<file path="src/rtl/fetch_pkg.sv">
// ----------------------------------------------------------------------------
// fetch_pkg
// Shared definitions for the instruction fetch stage.
//   DEFAULT_RESET_PC  - PC the fetch stage starts from after reset
//   DEFAULT_NOP_INSTR - bubble instruction (addi x0,x0,0) shown when idle
//   fetch_entry_t     - one returned instruction word paired with its PC
//   alignWord()       - clears the byte-offset bits of an address
// ----------------------------------------------------------------------------
package fetch_pkg;

    localparam logic [31:0] DEFAULT_RESET_PC  = 32'h0000_0000;
    localparam logic [31:0] DEFAULT_NOP_INSTR = 32'h0000_0013;

    typedef struct packed {
        logic [31:0] instr;
        logic [31:0] pc;
    } fetch_entry_t;

    function automatic logic [31:0] alignWord(input logic [31:0] addr);
        return addr & 32'hFFFF_FFFC;
    endfunction

endpackage

</file>
<file path="src/rtl/fetch_fifo.sv">
// ----------------------------------------------------------------------------
// fetch_fifo
// Small synchronous FIFO with synchronous clear and occupancy count.
//   clk, rst     - clock, asynchronous active-high reset
//   clr_i        - empties the FIFO at the next edge (wins over push/pop)
//   push_i       - write push_data_i (ignored when full and not popping)
//   pop_i        - drop the head entry (ignored when empty)
//   head_o       - current head entry (don't-care when empty)
//   count_o      - number of stored entries, 0..DEPTH
//   empty_o      - no entries stored
// DEPTH must be a power of two so the pointers wrap on their own.
// ----------------------------------------------------------------------------
module fetch_fifo #(
    parameter int WIDTH = 32,
    parameter int DEPTH = 4,
    localparam int PTR_W = $clog2(DEPTH),
    localparam int CNT_W = PTR_W + 1
) (
    input  logic             clk,
    input  logic             rst,
    input  logic             clr_i,
    input  logic             push_i,
    input  logic [WIDTH-1:0] push_data_i,
    input  logic             pop_i,
    output logic [WIDTH-1:0] head_o,
    output logic [CNT_W-1:0] count_o,
    output logic             empty_o
);

    logic [WIDTH-1:0] mem_q [DEPTH];
    logic [PTR_W-1:0] wr_ptr_q, wr_ptr_d;
    logic [PTR_W-1:0] rd_ptr_q, rd_ptr_d;
    logic [CNT_W-1:0] count_q, count_d;
    logic             full;
    logic             do_push;
    logic             do_pop;

    assign full    = (count_q == CNT_W'(DEPTH));
    assign empty_o = (count_q == '0);
    assign count_o = count_q;
    assign head_o  = mem_q[rd_ptr_q];

    // A push into a full FIFO is still legal when the head leaves in the same cycle.
    assign do_pop  = pop_i && !empty_o;
    assign do_push = push_i && (!full || do_pop);

    always_comb begin
        wr_ptr_d = wr_ptr_q;
        rd_ptr_d = rd_ptr_q;
        count_d  = count_q;
        if (clr_i) begin
            wr_ptr_d = '0;
            rd_ptr_d = '0;
            count_d  = '0;
        end else begin
            if (do_push) begin
                wr_ptr_d = wr_ptr_q + PTR_W'(1);
            end
            if (do_pop) begin
                rd_ptr_d = rd_ptr_q + PTR_W'(1);
            end
            case ({do_push, do_pop})
                2'b10:   count_d = count_q + CNT_W'(1);
                2'b01:   count_d = count_q - CNT_W'(1);
                default: count_d = count_q;
            endcase
        end
    end

    always_ff @(posedge clk or posedge rst) begin
        if (rst) begin
            wr_ptr_q <= '0;
            rd_ptr_q <= '0;
            count_q  <= '0;
        end else begin
            wr_ptr_q <= wr_ptr_d;
            rd_ptr_q <= rd_ptr_d;
            count_q  <= count_d;
        end
    end

    // Storage needs no reset: entries are only visible through the pointers.
    always_ff @(posedge clk) begin
        if (do_push && !clr_i) begin
            mem_q[wr_ptr_q] <= push_data_i;
        end
    end

endmodule

</file>
<file path="src/rtl/fetch_unit.sv">
// ----------------------------------------------------------------------------
// fetch_unit
// Fetch stage feeding the IF/ID buffer. Owns the PC, issues pipelined
// instruction-memory reads and queues the returned words.
//   clk, rst        - clock, asynchronous active-high reset
//   stall           - IF/ID buffer holds; the head instruction is not consumed
//   flush           - redirect from EX; discards all wrong-path work
//   redirect_pc     - redirect target (byte offset ignored)
//   imem_req/addr   - fetch request and word address
//   imem_gnt        - request accepted this cycle
//   imem_rvalid/rdata - in-order read return
//   instruction_IF, pc_IF, valid_IF - instruction presented to IF/ID
// ----------------------------------------------------------------------------
module fetch_unit
    import fetch_pkg::*;
#(
    parameter logic [31:0] RESET_PC        = DEFAULT_RESET_PC,
    parameter int          MAX_OUTSTANDING = 4,
    parameter logic [31:0] NOP_INSTR       = DEFAULT_NOP_INSTR
) (
    input  logic        clk,
    input  logic        rst,
    input  logic        stall,
    input  logic        flush,
    input  logic [31:0] redirect_pc,
    output logic        imem_req,
    output logic [31:0] imem_addr,
    input  logic        imem_gnt,
    input  logic        imem_rvalid,
    input  logic [31:0] imem_rdata,
    output logic [31:0] instruction_IF,
    output logic [31:0] pc_IF,
    output logic        valid_IF
);

    localparam int CNT_W = $clog2(MAX_OUTSTANDING) + 1;

    logic [31:0]      fetch_pc_q, fetch_pc_d;
    logic [CNT_W-1:0] stale_cnt_q, stale_cnt_d;

    logic [31:0]      pend_head;
    logic [CNT_W-1:0] pend_count;
    logic             pend_empty;
    fetch_entry_t     out_head;
    fetch_entry_t     out_push_data;
    logic [CNT_W-1:0] out_count;
    logic             out_empty;

    logic [CNT_W:0]   credits_used;
    logic             grant;
    logic             rsp_valid;
    logic             out_push;
    logic             out_pop;

    // Every word in flight or waiting in the out queue holds a credit, so the
    // out queue can always absorb whatever memory returns.
    assign credits_used = {1'b0, pend_count} + {1'b0, out_count};
    assign imem_req     = !rst && !flush && (credits_used < (CNT_W + 1)'(MAX_OUTSTANDING));
    assign imem_addr    = fetch_pc_q;
    assign grant        = imem_req && imem_gnt;

    // A return with nothing pending cannot be matched to a PC and is ignored.
    assign rsp_valid     = imem_rvalid && !pend_empty;
    assign out_push      = rsp_valid && !flush && (stale_cnt_q == '0);
    assign out_pop       = !stall && !flush && !out_empty;
    assign out_push_data = '{instr: imem_rdata, pc: pend_head};

    fetch_fifo #(
        .WIDTH (32),
        .DEPTH (MAX_OUTSTANDING)
    ) u_pending (
        .clk         (clk),
        .rst         (rst),
        .clr_i       (1'b0),
        .push_i      (grant),
        .push_data_i (fetch_pc_q),
        .pop_i       (rsp_valid),
        .head_o      (pend_head),
        .count_o     (pend_count),
        .empty_o     (pend_empty)
    );

    fetch_fifo #(
        .WIDTH ($bits(fetch_entry_t)),
        .DEPTH (MAX_OUTSTANDING)
    ) u_out_queue (
        .clk         (clk),
        .rst         (rst),
        .clr_i       (flush),
        .push_i      (out_push),
        .push_data_i (out_push_data),
        .pop_i       (out_pop),
        .head_o      (out_head),
        .count_o     (out_count),
        .empty_o     (out_empty)
    );

    // On a redirect every word still in flight is wrong-path; the pending FIFO
    // keeps those PCs so their returns can be counted off and dropped. A word
    // returning in the flush cycle itself is already gone from that count.
    always_comb begin
        fetch_pc_d  = fetch_pc_q;
        stale_cnt_d = stale_cnt_q;
        if (flush) begin
            fetch_pc_d  = alignWord(redirect_pc);
            stale_cnt_d = pend_count - (rsp_valid ? CNT_W'(1) : CNT_W'(0));
        end else begin
            if (grant) begin
                fetch_pc_d = fetch_pc_q + 32'd4;
            end
            if (rsp_valid && (stale_cnt_q != '0)) begin
                stale_cnt_d = stale_cnt_q - CNT_W'(1);
            end
        end
    end

    always_ff @(posedge clk or posedge rst) begin
        if (rst) begin
            fetch_pc_q  <= RESET_PC;
            stale_cnt_q <= '0;
        end else begin
            fetch_pc_q  <= fetch_pc_d;
            stale_cnt_q <= stale_cnt_d;
        end
    end

    assign valid_IF       = !out_empty;
    assign instruction_IF = out_empty ? NOP_INSTR : out_head.instr;
    assign pc_IF          = out_empty ? fetch_pc_q : out_head.pc;

endmodule

</file>
<file path="config.mk">
export PLATFORM = sky130hd
export DESIGN_NAME = fetch_unit
export DESIGN_NICKNAME = d
export VERILOG_FILES = /design/src/rtl/fetch_pkg.sv /design/src/rtl/fetch_fifo.sv /design/src/rtl/fetch_unit.sv
export SDC_FILE = /design/constraint.sdc
export NUM_CORES = 1
export LEC_CHECK = 0
export BUFFER_PORTS_ARGS = -buffer_cell sky130_fd_sc_hd__buf_4
export CORE_MARGIN = 2
export CORE_UTILIZATION = 33
export CTS_BUF_LIST = sky130_fd_sc_hd__clkbuf_8 sky130_fd_sc_hd__clkbuf_16
export DETAILED_ROUTE_END_ITERATION = 8
export PLACE_DENSITY_LB_ADDON = 0.3
export SLEW_MARGIN = 20
export SYNTH_ARGS = -nofsm -noshare
export SYNTH_HDL_FRONTEND = slang
export SYNTH_SLANG_ARGS = --single-unit
</file>
<file path="constraint.sdc">
create_clock -name clk -period 2.7 [get_ports clk]
set_input_delay 0.675 -clock clk [delete_from_list [all_inputs] [get_ports clk]]
set_output_delay 0.675 -clock clk [all_outputs]
set_load 0.01 [all_outputs]
</file>
==> After elaboration in Yosys (flattened, before gate mapping) <==
Memories as Yosys holds them, arrays and structs flattened.
Index checks and enable logic that the tools add are counted.
{ "totals": {"register_bits": 49, "latchBits": 0, "ramBits": 384, "rom_bits": 0, "inputBits": 70, "word_cells": 80, "n_memories": 2} }
{ "mem_list": {"columns": ["memory", "words", "width", "read_ports", "rd_clocked_by_memory_dff", "write_ports", "line", "text"], "rows": [
  ["u_out_queue.mem_q", 4, 64, 1, 0, 1, "fetch_fifo.sv:30", "logic [WIDTH-1:0] mem_q [DEPTH];"],
  ["u_pending.mem_q", 4, 32, 1, 0, 1, "fetch_fifo.sv:30", null]
]} }
{ "op_classes": {"addsub": 12, "multipliers": 0, "n_div": 0, "magnitude_cmp": 1, "eq_ne": 6, "n_shift": 0, "muxes": 18, "bitwise_logic": 0, "n_reduce_logical": 33} }
{ "ops": {"columns": ["operator", "count"], "rows": [
  ["$mux W32", 4],
  ["$add A32 B3 Y32 const B", 1],
  ["$logic_and A1 B1 Y1", 14],
  ["$pmux W3 S2", 2],
  ["$reduce_bool A2 Y1", 5],
  ["$logic_not A3 Y1", 3],
  ["$mux W3", 3],
  ["$sub A3 B1 Y3 const B", 3],
  ["$add A2 B1 Y2 const B", 4],
  ["$mux W2", 4],
  ["$logic_not A1 Y1", 7],
  ["$add A3 B1 Y3 const B", 2],
  ["$eq A3 B3 Y1 const B", 2],
  ["$reduce_bool A3 Y1", 2],
  ["$mux W1", 5],
  ["$add A3 B3 Y4", 1],
  ["$eq A2 B1 Y1 const B", 2],
  ["$eq A2 B2 Y1 const B", 2],
  ["$lt A4 B3 Y1 const B", 1],
  ["$sub A3 B1 Y3", 1],
  ["$logic_or A1 B1 Y1", 2]
]} }

==> Longest topological paths before layout <==
Gate-level depths: netlist (run 1).
{ "depth": {"depth_word": 9, "mapped_depth": 11, "mapped_depth_nobuf": 11} }

==> Cells and area by module <==
A second synthesis (run 1) with hierarchy kept.
{ "unflattened": {"cells_unflattened": 957, "area_unflattened_um2": 17757.0} }
{ "by_module_without_submodules": {"columns": ["module", "n_inst", "cells_each", "area_per_inst_um2"], "rows": [
  ["fetch_fifo (u_out_queue)", 1, 398, 9795.6],
  ["fetch_fifo (u_pending)", 1, 231, 5198.7],
  ["fetch_unit", 1, 328, 2762.6]
]} }

==> Least setup slack after synthesis (run 1) <==
No wires, ideal clock.
{ "synth_timing": {"path_kind": "input port to flip-flop", "startpoint": "input port imem_rvalid", "endpoint": "memory u_out_queue.mem_q[0][10] in the netlist's numbering (enable)", "arrival_time_ns": 2.713, "required_time_ns": 2.273, "path_slack_ns": -0.439, "cell_stages": 4, "path_buffers": 1, "path_cell_list": "o31a_1 > and2_1 > buf_2 > and3_1"} }
{ "synth_between": {"elab_chain_cells": 7} }
{ "synth_rtl": {"columns": ["item", "line", "text"], "rows": [
  ["from (decl)", "fetch_unit.sv:29", "input logic imem_rvalid,"],
  ["$logic_and A1 B1 Y1", "fetch_unit.sv:63", "assign rsp_valid = imem_rvalid && !pend_empty;"],
  ["$logic_and A1 B1 Y1 (2 in series)", "fetch_unit.sv:64", "assign out_push = rsp_valid && !flush && (stale_cnt_q == '0);"],
  ["$logic_and A1 B1 Y1", "fetch_fifo.sv:45", "assign do_push = push_i && (!full || do_pop);"],
  ["$logic_and A1 B1 Y1", "fetch_fifo.sv:84", "if (do_push && !clr_i) begin"],
  ["$mux W1", "fetch_fifo.sv:84", null],
  ["$mux W1 (implied by the code)", "fetch_fifo.sv:85", "mem_q[wr_ptr_q] <= push_data_i;"],
  ["to (decl)", "fetch_fifo.sv:30", null]
]} }
No other way between the ends.

==> Final worst setup path (run 1) <==
{ "layout_timing": {"startpoint": "register u_out_queue.rd_ptr_q[0]", "endpoint": "output port instruction_IF[2]"} }
{ "layout_between": {"elab_chain_cells": 2} }
{ "layout_rtl": {"columns": ["item", "line", "text"], "rows": [
  ["from (decl)", "fetch_fifo.sv:32", "logic [PTR_W-1:0] rd_ptr_q, rd_ptr_d;"],
  ["from (signal assigned)", "fetch_fifo.sv:77", "rd_ptr_q <= rd_ptr_d;"],
  ["$mem_v2 Z4 W64", null, null],
  ["$mux W32", "fetch_unit.sv:128", "assign instruction_IF = out_empty ? NOP_INSTR : out_head.instr;"],
  ["to (decl)", "fetch_unit.sv:31", "output logic [31:0] instruction_IF,"]
]} }
No other way between the ends.

==> out/metrics.yaml, run 1 <==
via_per_inst: 5.01
arrival_ns: 2.21
start_kind: "register"
core_area_um2: 50300
netlist_instances: 936
crit_type: "reg -> out"
clk_path_buf_depth: 3
drt-initial-drc-count: 725
wl_per_cell_um: 22.4
initial_core_util_pct: 33.5
peakVddDrop_uv: 583
finalHoldViolations: 0
groute.layer.met1.usage_pct: 21.0
post_dp_cell_area_um2: 19400
grt_overflow: 0
rsz0062_at_grt: "yes"
grt_pass1_wl_mm: 61.1
final-max-slew-violation-count: 0
setup_ws_ns: -0.188
busiest_layer: "met2"
finalSetupViolCount: 63
dp.cells: 1777
hpwl_mm: 25.9
grt_util_met3_pct: 2.83
clock-sinks: 415
die_h_um: 230
routed_wl_mm: 42.2
yosys_warnings: 0
yosysMostFrequentCell: "edfxtp_1"
die_area_um2: 52900
cts_hold_buf: 0
root_buffer: "clkbuf_16"
dominantRegCellSynth: "edfxtp_1"
clkTransAtPathRegs_ns: 0.06
min_path_type: "in -> async"
worstMarginPinSlew_ns: 0.707
cts_tree: "done"
area.growth.synth_to_final_pct: 29.2
p_leak_nw: 7.77
synth-edff-count: 368
htreeDepth: 2
io_pins: 168
grt_pass1_vias: 9666
insertedDiodeCount: 0
rows: 82
gp_congestion: 0.779
crit_fanout: 6
drv_cap: 0
grt_max_degree: 49
power_density_nw_per_um2: 936
synth_seq_cells: 415
synthTopCellsByCount: "edfxtp_1 (368), nand2_1 (109), mux4_2 (92)"
end_kind: "output pin"
required_ns: 2.03
synth_cell_types: 58
yosys-top-cells-area: "edfxtp_1 (66%), mux4_2 (12%), dfrtp_1 (7.0%), nand2_1 (2.4%), and2_1 (1.6%)"
yosysTopAreaCell: "edfxtp_1"
grt_usage_pct: 15.4
portBuffers: 161
timing.final.crit_share_pct: 107
min_period_ns: 2.89
syn_area_per_cell_um2: 18.0
status: "complete, but fails checks"
dr.pass1.iters: 4
finalPower_mw: 20.4
dp_slack_ns: 0.164
ant_nets: 0
drc: 0
insertion_delay_ns: 0.58
drive_gt1_share_pct: 40.3
vias: 9459
die_x_um: 230
async_reset_ff_share_pct: 11.3
yosysSeqAreaShare_pct: 72.6
fin_util_pct: 43.3
fillers: 4463
use_met2_pct: 24.9
fmax_ghz: 0.346
synth_top_area_share_pct: 65.6
final_cells: 1888
layout.nets: 1269
antenna_found_initial: 1
violations: "setup timing"
relSlewSlack_pct: 52.8
design_area_um2: 21800
fin_skew_ns: 0.0298
synth_area_um2: 16800
cts_buffers: 44
-- placed cells by master, fill, tap and decap left out, types with 8 or more instances in the layout --
cell and instances:
edfxtp_1 368, buf_4 159, mux4_2 92, nand2_1 77, clkbuf_16 48, buf_6 42, dfrtp_1 42, inv_1 34
and2_4 26, buf_12 26, nor2_1 21, nand2_2 18, and2_1 16, ha_1 16, nand3_1 15, o21ai_0 15
nand2_4 14, xnor2_1 9, buf_16 8
-- metal layers --
metal | vias to the layer above | wire [um]
met5 | - | 0
met4 | 0 | 1190
met3 | 66 | 1950
met2 | 257 | 20400
met1 | 4960 | 18700
li1 | 4176 | -
-- registers in the layout, indices dropped and copies added (netlist names) --
register / cells
u_pending.wr_ptr_q: 2
u_pending.rd_ptr_q: 2
imem_addr: 30
u_out_queue.wr_ptr_q: 2
stale_cnt_q: 3
u_pending.count_o: 3
u_pending.mem_q: 120
u_out_queue.rd_ptr_q: 2
u_out_queue.mem_q: 248
u_out_queue.count_o: 3
-- what timing repair did --
item,in CTS,in global routing
setup endpoints to repair,62,62
buffers inserted,12,9
pin swaps,24,32
cloned,5,7
gates resized for setup,105,63
-- through the flow --
stage,setup TNS (ns),hold WS [ns]
after floorplan,0,0.525
after global placement,0,0.564
after detailed placement,0,0.570
after CTS,-10.05,0.133
after global routing,-14.06,0.167
final,-8.77,0.151
-- power by group --
group / internal [mW] / switching [mW] / total [mW]
Combinational: 3.32 / 3.13 / 6.45
Clock: 3.45 / 2.45 / 5.90
Sequential: 7.63 / 0.381 / 8.01
-- worst max-delay path: stages (launching register included) --
cell and delay, ns:
dfrtp_4 0.50, buf_12 0.15, buf_12 0.15, buf_16 0.14, mux4_2 0.42, and2_4 0.18, buf_6 0.11
-- path summary, 6_finish.rpt --
| check | start | end | slack (ns) | depth (start not counted) |
|---|---|---|---|---|
| max | u_out_queue.rd_ptr_q[0] | instruction_IF[2] | -0.19 | 6 |
| min | rst | u_out_queue.wr_ptr_q[1] | 0.15 | 2 |
| max reg2reg | u_out_queue.count_o[1] | u_pending.count_o[2] | 0.31 | 12 |
| min reg2reg | u_pending.count_o[0] | u_pending.count_o[0] | 0.58 | 1 |
| max in group asynchronous | rst | u_out_queue.count_o[0] | 1.99 | 3 |
| min in group clk | redirect_pc[23] | imem_addr[23] | 0.31 | 3 |
-- cells by family after synthesis --
logic type | after synthesis | share of synthesized area, %
flops | 415 | 72.6
simple gates | 244 | 7.44
mux | 102 | 12.9
compound gates | 73 | 3.02
buf+inv | 67 | 1.75
fa+ha+maj | 18 | 1.43
xor+xnor | 16 | 0.832
other cells | 1 | 0.0223
-- area by class of cell --
| cell class | instances | area [um2] | share of cell area, % |
|---|---|---|---|
| Sequential cell | 415 | 12200 | 56.2 |
| Multi-Input combinational cell | 457 | 4610 | 21.2 |
| Timing Repair Buffer | 242 | 2550 | 11.7 |
| Clock buffer | 51 | 1200 | 5.50 |
| Tap cell | 672 | 841 | 3.86 |
| Clock inverter | 30 | 235 | 1.08 |
| Inverter | 21 | 83.8 | 0.385 |
(Power assumes the default switching activity.)
==> inputs of run 2 (changes only) <==
- CORE_UTILIZATION: 33 -> 53
==> run 2 against run 1 <==
Net effect: the run still ends with setup timing left; cell count is 15% lower; critical path depth did not move; first-iteration DRC count down 17%; highest routed layer unchanged; clock power fell by 2%; combinational power decreased by 15%; design area fell by 4.1%; via count decreased by 0.90%; critical path type unchanged; clock skew is 0.0029 ns lower.
==> out/metrics.yaml, run 2 (synthesis gave the netlist of run 1 again) <==
layout_common_cells: "edfxtp_1 (368), buf_4 (163), mux4_2 (92), nand2_1 (88), clkbuf_16 (45)"
regMostFlops: "u_out_queue.mem_q"
portBuffers: 161
fin_skew_ns: 0.0269
die_area_um2: 33200
cts_hold_buf: 0
power_density_nw_per_um2: 921
via_per_inst: 5.86
initial_core_util_pct: 53.7
final_common_cell: "edfxtp_1"
setup_ws_ns: -0.137
dr.pass1.iters: 5
cts_buffers: 43
clkTransAtPathRegs_ns: 0.06
crit_fanout: 8
relSlewSlack_pct: 54.2
io_pins: 168
antenna_found_initial: 0
status: "complete, but fails checks"
core_area_um2: 31400
routed_wl_mm: 37.0
gp_congestion: 0.799
grt_pass1_vias: 9416
rows: 65
p_leak_nw: 7.47
largest_reg_flops: 248
vias: 9374
drv_cap: 0
die_x_um: 182
hpwl_mm: 22.5
end_kind: "output pin"
clock-sinks: 415
finalHoldViolations: 0
wl_per_cell_um: 23.1
rsz0062_at_grt: "yes"
drive_gt1_share_pct: 37.8
fmax_ghz: 0.353
final-max-slew-violation-count: 0
arrival_ns: 2.16
start_kind: "register"
grt_usage_pct: 22.7
dp_slack_ns: 0.226
worstMarginPinSlew_ns: 0.686
finalSetupViolCount: 59
clk_path_buf_depth: 3
required_ns: 2.03
min_period_ns: 2.84
grt_max_degree: 47
grt_overflow: 0
drt-initial-drc-count: 603
ant_nets: 0
finalPower_mw: 19.2
insertedDiodeCount: 0
htreeDepth: 2
root_buffer: "clkbuf_16"
fin_tns_setup_ns: -4.37
min_path_type: "in -> async"
grt_pass1_wl_mm: 56.4
drc: 0
peakVddDrop_uv: 623
area.growth.synth_to_final_pct: 23.9
fillers: 2154
crit_type: "reg -> out"
cts_tree: "done"
timing.final.crit_share_pct: 105
violations: "setup timing"
layout.nets: 1254
die_h_um: 182
insertion_delay_ns: 0.54
==> run 2: what timing repair did <==
action,CTS,global route
pin swaps,13,10
gates cloned,2,0
endpoints found under the setup margin,62,62
resized for setup,83,19
buffers inserted,12,5
==> run 2: per-stage QoR <==
| stage | util [%] | std cells | hold slack [ns] | instance area (um2) |
|---|---|---|---|---|
| after global routing | 66.5 | 1601 | 0.237 | 20900 |
| final | 66.5 | 1601 | 0.201 | 20900 |
| after floorplan | - | 939 | 0.525 | 16900 |
| after global placement | 60.5 | 1506 | 0.568 | 19000 |
| after detailed placement | 60.5 | 1506 | 0.565 | 19000 |
| after CTS | 66.3 | 1598 | 0.200 | 20800 |
==> run 2: worst paths after layout <==
kind | startpoint | end | slack (ns) | depth (start not counted)
setup / recovery | u_out_queue.rd_ptr_q[0] | instruction_IF[19] | -0.14 | 6
hold / removal | rst | u_pending.count_o[1] | 0.20 | 2
setup reg to reg | u_out_queue.count_o[1] | u_out_queue.count_o[2] | 0.27 | 9
hold reg to reg | u_pending.count_o[0] | u_pending.count_o[0] | 0.59 | 1
max in group asynchronous | rst | imem_addr[31] | 1.81 | 3
min in group clk | redirect_pc[24] | imem_addr[24] | 0.34 | 2
==> run 2: routing by layer <==
layer	global-route usage, %	share of wire [%]	up-vias
met2	36.9	49	315
met5	0	0	-
met3	3.63	6.5	57
met4	5.81	1.9	0
met1	32.6	42	4857
li1	-	-	4145
==> run 2: power by group <==
group	total, mW	switching [mW]	internal, mW	leakage (nW)
clock network	5.79	2.34	3.45	0.717
registers	7.96	0.328	7.63	3.88
logic	5.46	2.70	2.77	2.87
==> run 2: critical path, cell delays in order (launching register included) <==
cell,delay [ns]
dfrtp_4,0.49
buf_12,0.16
buf_12,0.14
buf_12,0.12
mux4_2,0.42
and2_4,0.18
buf_6,0.11
==> run 2: final cells by class <==
class / instances / area (um2) / area share [%]
clock inverters: 31 / 245 / 1.17
clock buffers: 47 / 1150 / 5.53
flip-flops and latches: 415 / 12200 / 58.6
repair buffers: 228 / 2190 / 10.5
multi-input cells: 457 / 4460 / 21.3
inverters: 21 / 83.8 / 0.402
well taps: 402 / 503 / 2.41
==> inputs of run 3 (changes only) <==
- CORE_UTILIZATION: 53 -> 54
- SYNTH_HIERARCHICAL: unset -> 1
==> run 3 against run 2 <==
Net effect: the flow still finishes with violations (setup timing); clock power rose by 4.0%; sequential power fell by 6.5%; register-to-register slack worse by 0.18 ns; hold slack worse by 0.092 ns; routed wire length is 13% higher; critical path type unchanged; largest power group unchanged; highest routed layer is now met5.
==> out/metrics.yaml, run 3 <==
setup_ws_ns: -0.282
initial_core_util_pct: 54.7
fin_util_pct: 69.1
status: "complete, but fails checks"
cts_buffers: 43
synth.area.mux_share_pct: 14.2
yosys-top-cells-area: "edfxtp_1 (65%), mux4_2 (12%), dfrtp_1 (6.6%), mux2_2 (1.9%), nor2b_1 (1.2%)"
drt-initial-drc-count: 819
design_area_um2: 22400
finalHoldViolations: 0
largest_reg_flops: 256
fmax_ghz: 0.335
synthAdderAreaFrac_pct: 1.28
root_buffer: "clkbuf_16"
grt_usage_pct: 24.4
hpwl_mm: 25.5
worstMarginPinSlew_ns: 0.646
synth_top_family_by_area: "multiplexers"
vias: 10200
peakVddDrop_uv: 362
cts_tree: "done"
area.sequential_um2: 12700
multi_input_area_um2: 4930
violations: "setup timing"
die_x_um: 185
wl_per_cell_um: 24.7
area.growth.synth_to_final_pct: 26.2
arrival_ns: 2.31
via_per_inst: 5.98
die_area_um2: 34300
end_kind: "output pin"
rows: 66
post_dp_cell_area_um2: 20200
synth_cell_types: 67
final-max-slew-violation-count: 0
min_path_type: "in -> async"
insertedDiodeCount: 0
crit_fanout: 7
power_density_nw_per_um2: 635
synth_xor_area_share_pct: 0.543
netlist_instances: 957
yosysTopAreaCell: "edfxtp_1"
routed_wl_mm: 42.0
syn_area_per_cell_um2: 18.6
core_area_um2: 32500
synth_compound_area_share_pct: 3.53
relSlewSlack_pct: 56.6
grt_pass1_vias: 10100
synth_seq_cells: 431
layout_common_cells: "edfxtp_1 (384), buf_4 (179), mux4_2 (96), buf_6 (50), clkbuf_16 (45)"
finalSetupViolCount: 64
rsz0062_at_grt: "yes"
dominantRegCellSynth: "edfxtp_1"
p_leak_nw: 7.99
final_cells: 1698
drc: 0
dr.pass1.iters: 7
timing.final.crit_share_pct: 110
yosys_warnings: 6
portBuffers: 163
synth_area_um2: 17800
cp_cell_sequence: "buf_12, buf_16, mux4_2, mux2_4, buf_6"
fin_skew_ns: 0.0170
grt_pass1_wl_mm: 61.6
required_ns: 2.03
synthTopCellsByCount: "edfxtp_1 (384), mux4_2 (96), dfrtp_1 (47)"
antenna_found_initial: 1
dp_slack_ns: 0.0576
insertion_delay_ns: 0.55
ant_nets: 0
yosys.area_share.simple_pct: 6.48
die_h_um: 185
synth-edff-count: 384
layout.nets: 1309
crit_type: "reg -> out"
grt_overflow: 0
clk_path_buf_depth: 3
synth_top_area_share_pct: 64.9
start_kind: "register"
dp.cells: 1600
grt_max_degree: 40
gp_congestion: 0.823
regMostFlops: "u_out_queue/mem_q"
fillers: 2006
clkTransAtPathRegs_ns: 0.06
yosysSeqAreaShare_pct: 71.6
final_common_cell: "edfxtp_1"
htreeDepth: 2
io_pins: 168
crit_slowest_cell: "mux4_2"
drv_cap: 0
drive_gt1_share_pct: 40.5
clock-sinks: 431
slowest_delay_ns: 0.57
min_period_ns: 2.98
async_reset_ff_share_pct: 10.9
yosysMostFrequentCell: "edfxtp_1"
run 3: cell count changes in the layout (fill, tap and decap cells not counted), moves of 14 or more:
cell	before	now
nor2b_1	4	21
nand2_2	21	0
mux2_4	0	27
and2_1	28	3
nor2b_4	0	14
nand2_1	88	38
edfxtp_1	368	384
buf_4	163	179
a21oi_1	5	19
run 3: cell families after synthesis:
group,count (synthesis)
buffers and inverters,78
flip-flops,431
multiplexers,128
other,1
AND/OR/NAND/NOR,196
adder cells (fa/ha/maj),17
AO/OA/AOI/OAI,95
XOR/XNOR,11
run 3: what timing repair did:
| action | 4_1_cts | 5_1_grt |
|---|---|---|
| endpoints found under the hold margin | 0 | 0 |
| cloned | 6 | 2 |
| setup endpoints to repair | 64 | 68 |
| hold buffers | 0 | 0 |
| resized for setup | 70 | 55 |
| pin swaps | 1 | 3 |
| buffers inserted | 7 | 6 |
run 3: layout make-up:
| class | instances | share of cell area (%) |
|---|---|---|
| Multi-Input combinational cell | 458 | 22.0 |
| Timing Repair Buffer | 266 | 12.0 |
| Clock buffer | 45 | 4.92 |
| Sequential cell | 431 | 56.7 |
| Tap cell | 442 | 2.47 |
| Clock inverter | 34 | 1.51 |
| Inverter | 22 | 0.368 |
run 3: power breakdown:
part           switching [mW]  internal (mW)  total (mW)
registers               0.100           7.34        7.44
clock network            2.46           3.56        6.02
logic                   0.400          0.377       0.777
run 3: per-layer routing:
| layer | vias up | GRT usage, % | part of all wire, % | wire (um) |
|---|---|---|---|---|
| li1 | 4364 | - | - | - |
| met1 | 5290 | 34.8 | 41 | 17200 |
| met2 | 416 | 40.0 | 51 | 21200 |
| met3 | 83 | 3.46 | 6.3 | 2640 |
| met4 | 2 | 6.16 | 2.2 | 908 |
| met5 | - | 0 | 0.031 | 13 |
run 3: worst max-delay path: cells and delay by family (launching register included):
family                 cells  cell delay (ns)
flip-flops                 1             0.45
multiplexers               2             0.87
buffers and inverters      3             0.44
run 3: path summary, 6_finish.rpt:
kind | cells past startpoint | slack (ns) | end | start
hold reg to reg | 2 | 0.58 | stale_cnt_q[1] | stale_cnt_q[1]
setup / recovery | 5 | -0.28 | pc_IF[31] | u_out_queue/rd_ptr_q[0]
max in group asynchronous | 3 | 1.89 | imem_addr[4] | rst
setup reg to reg | 11 | 0.09 | u_out_queue/count_o[2] | u_out_queue/count_o[1]
hold / removal | 2 | 0.11 | u_pending/count_o[2] | rst
min in group clk | 1 | 0.32 | u_out_queue/mem_q[0][35] | imem_rdata[3]
run 3: per-stage QoR:
stage          power, mW  setup TNS [ns]  hold slack [ns]
6_report            14.2          -10.35            0.109
5_1_grt             14.7          -13.30            0.109
4_1_cts             14.3          -13.07           0.0995
3_5_place_dp        8.29               0            0.555
3_3_place_gp        8.26               0            0.527
2_1_floorplan       7.84               0            0.478
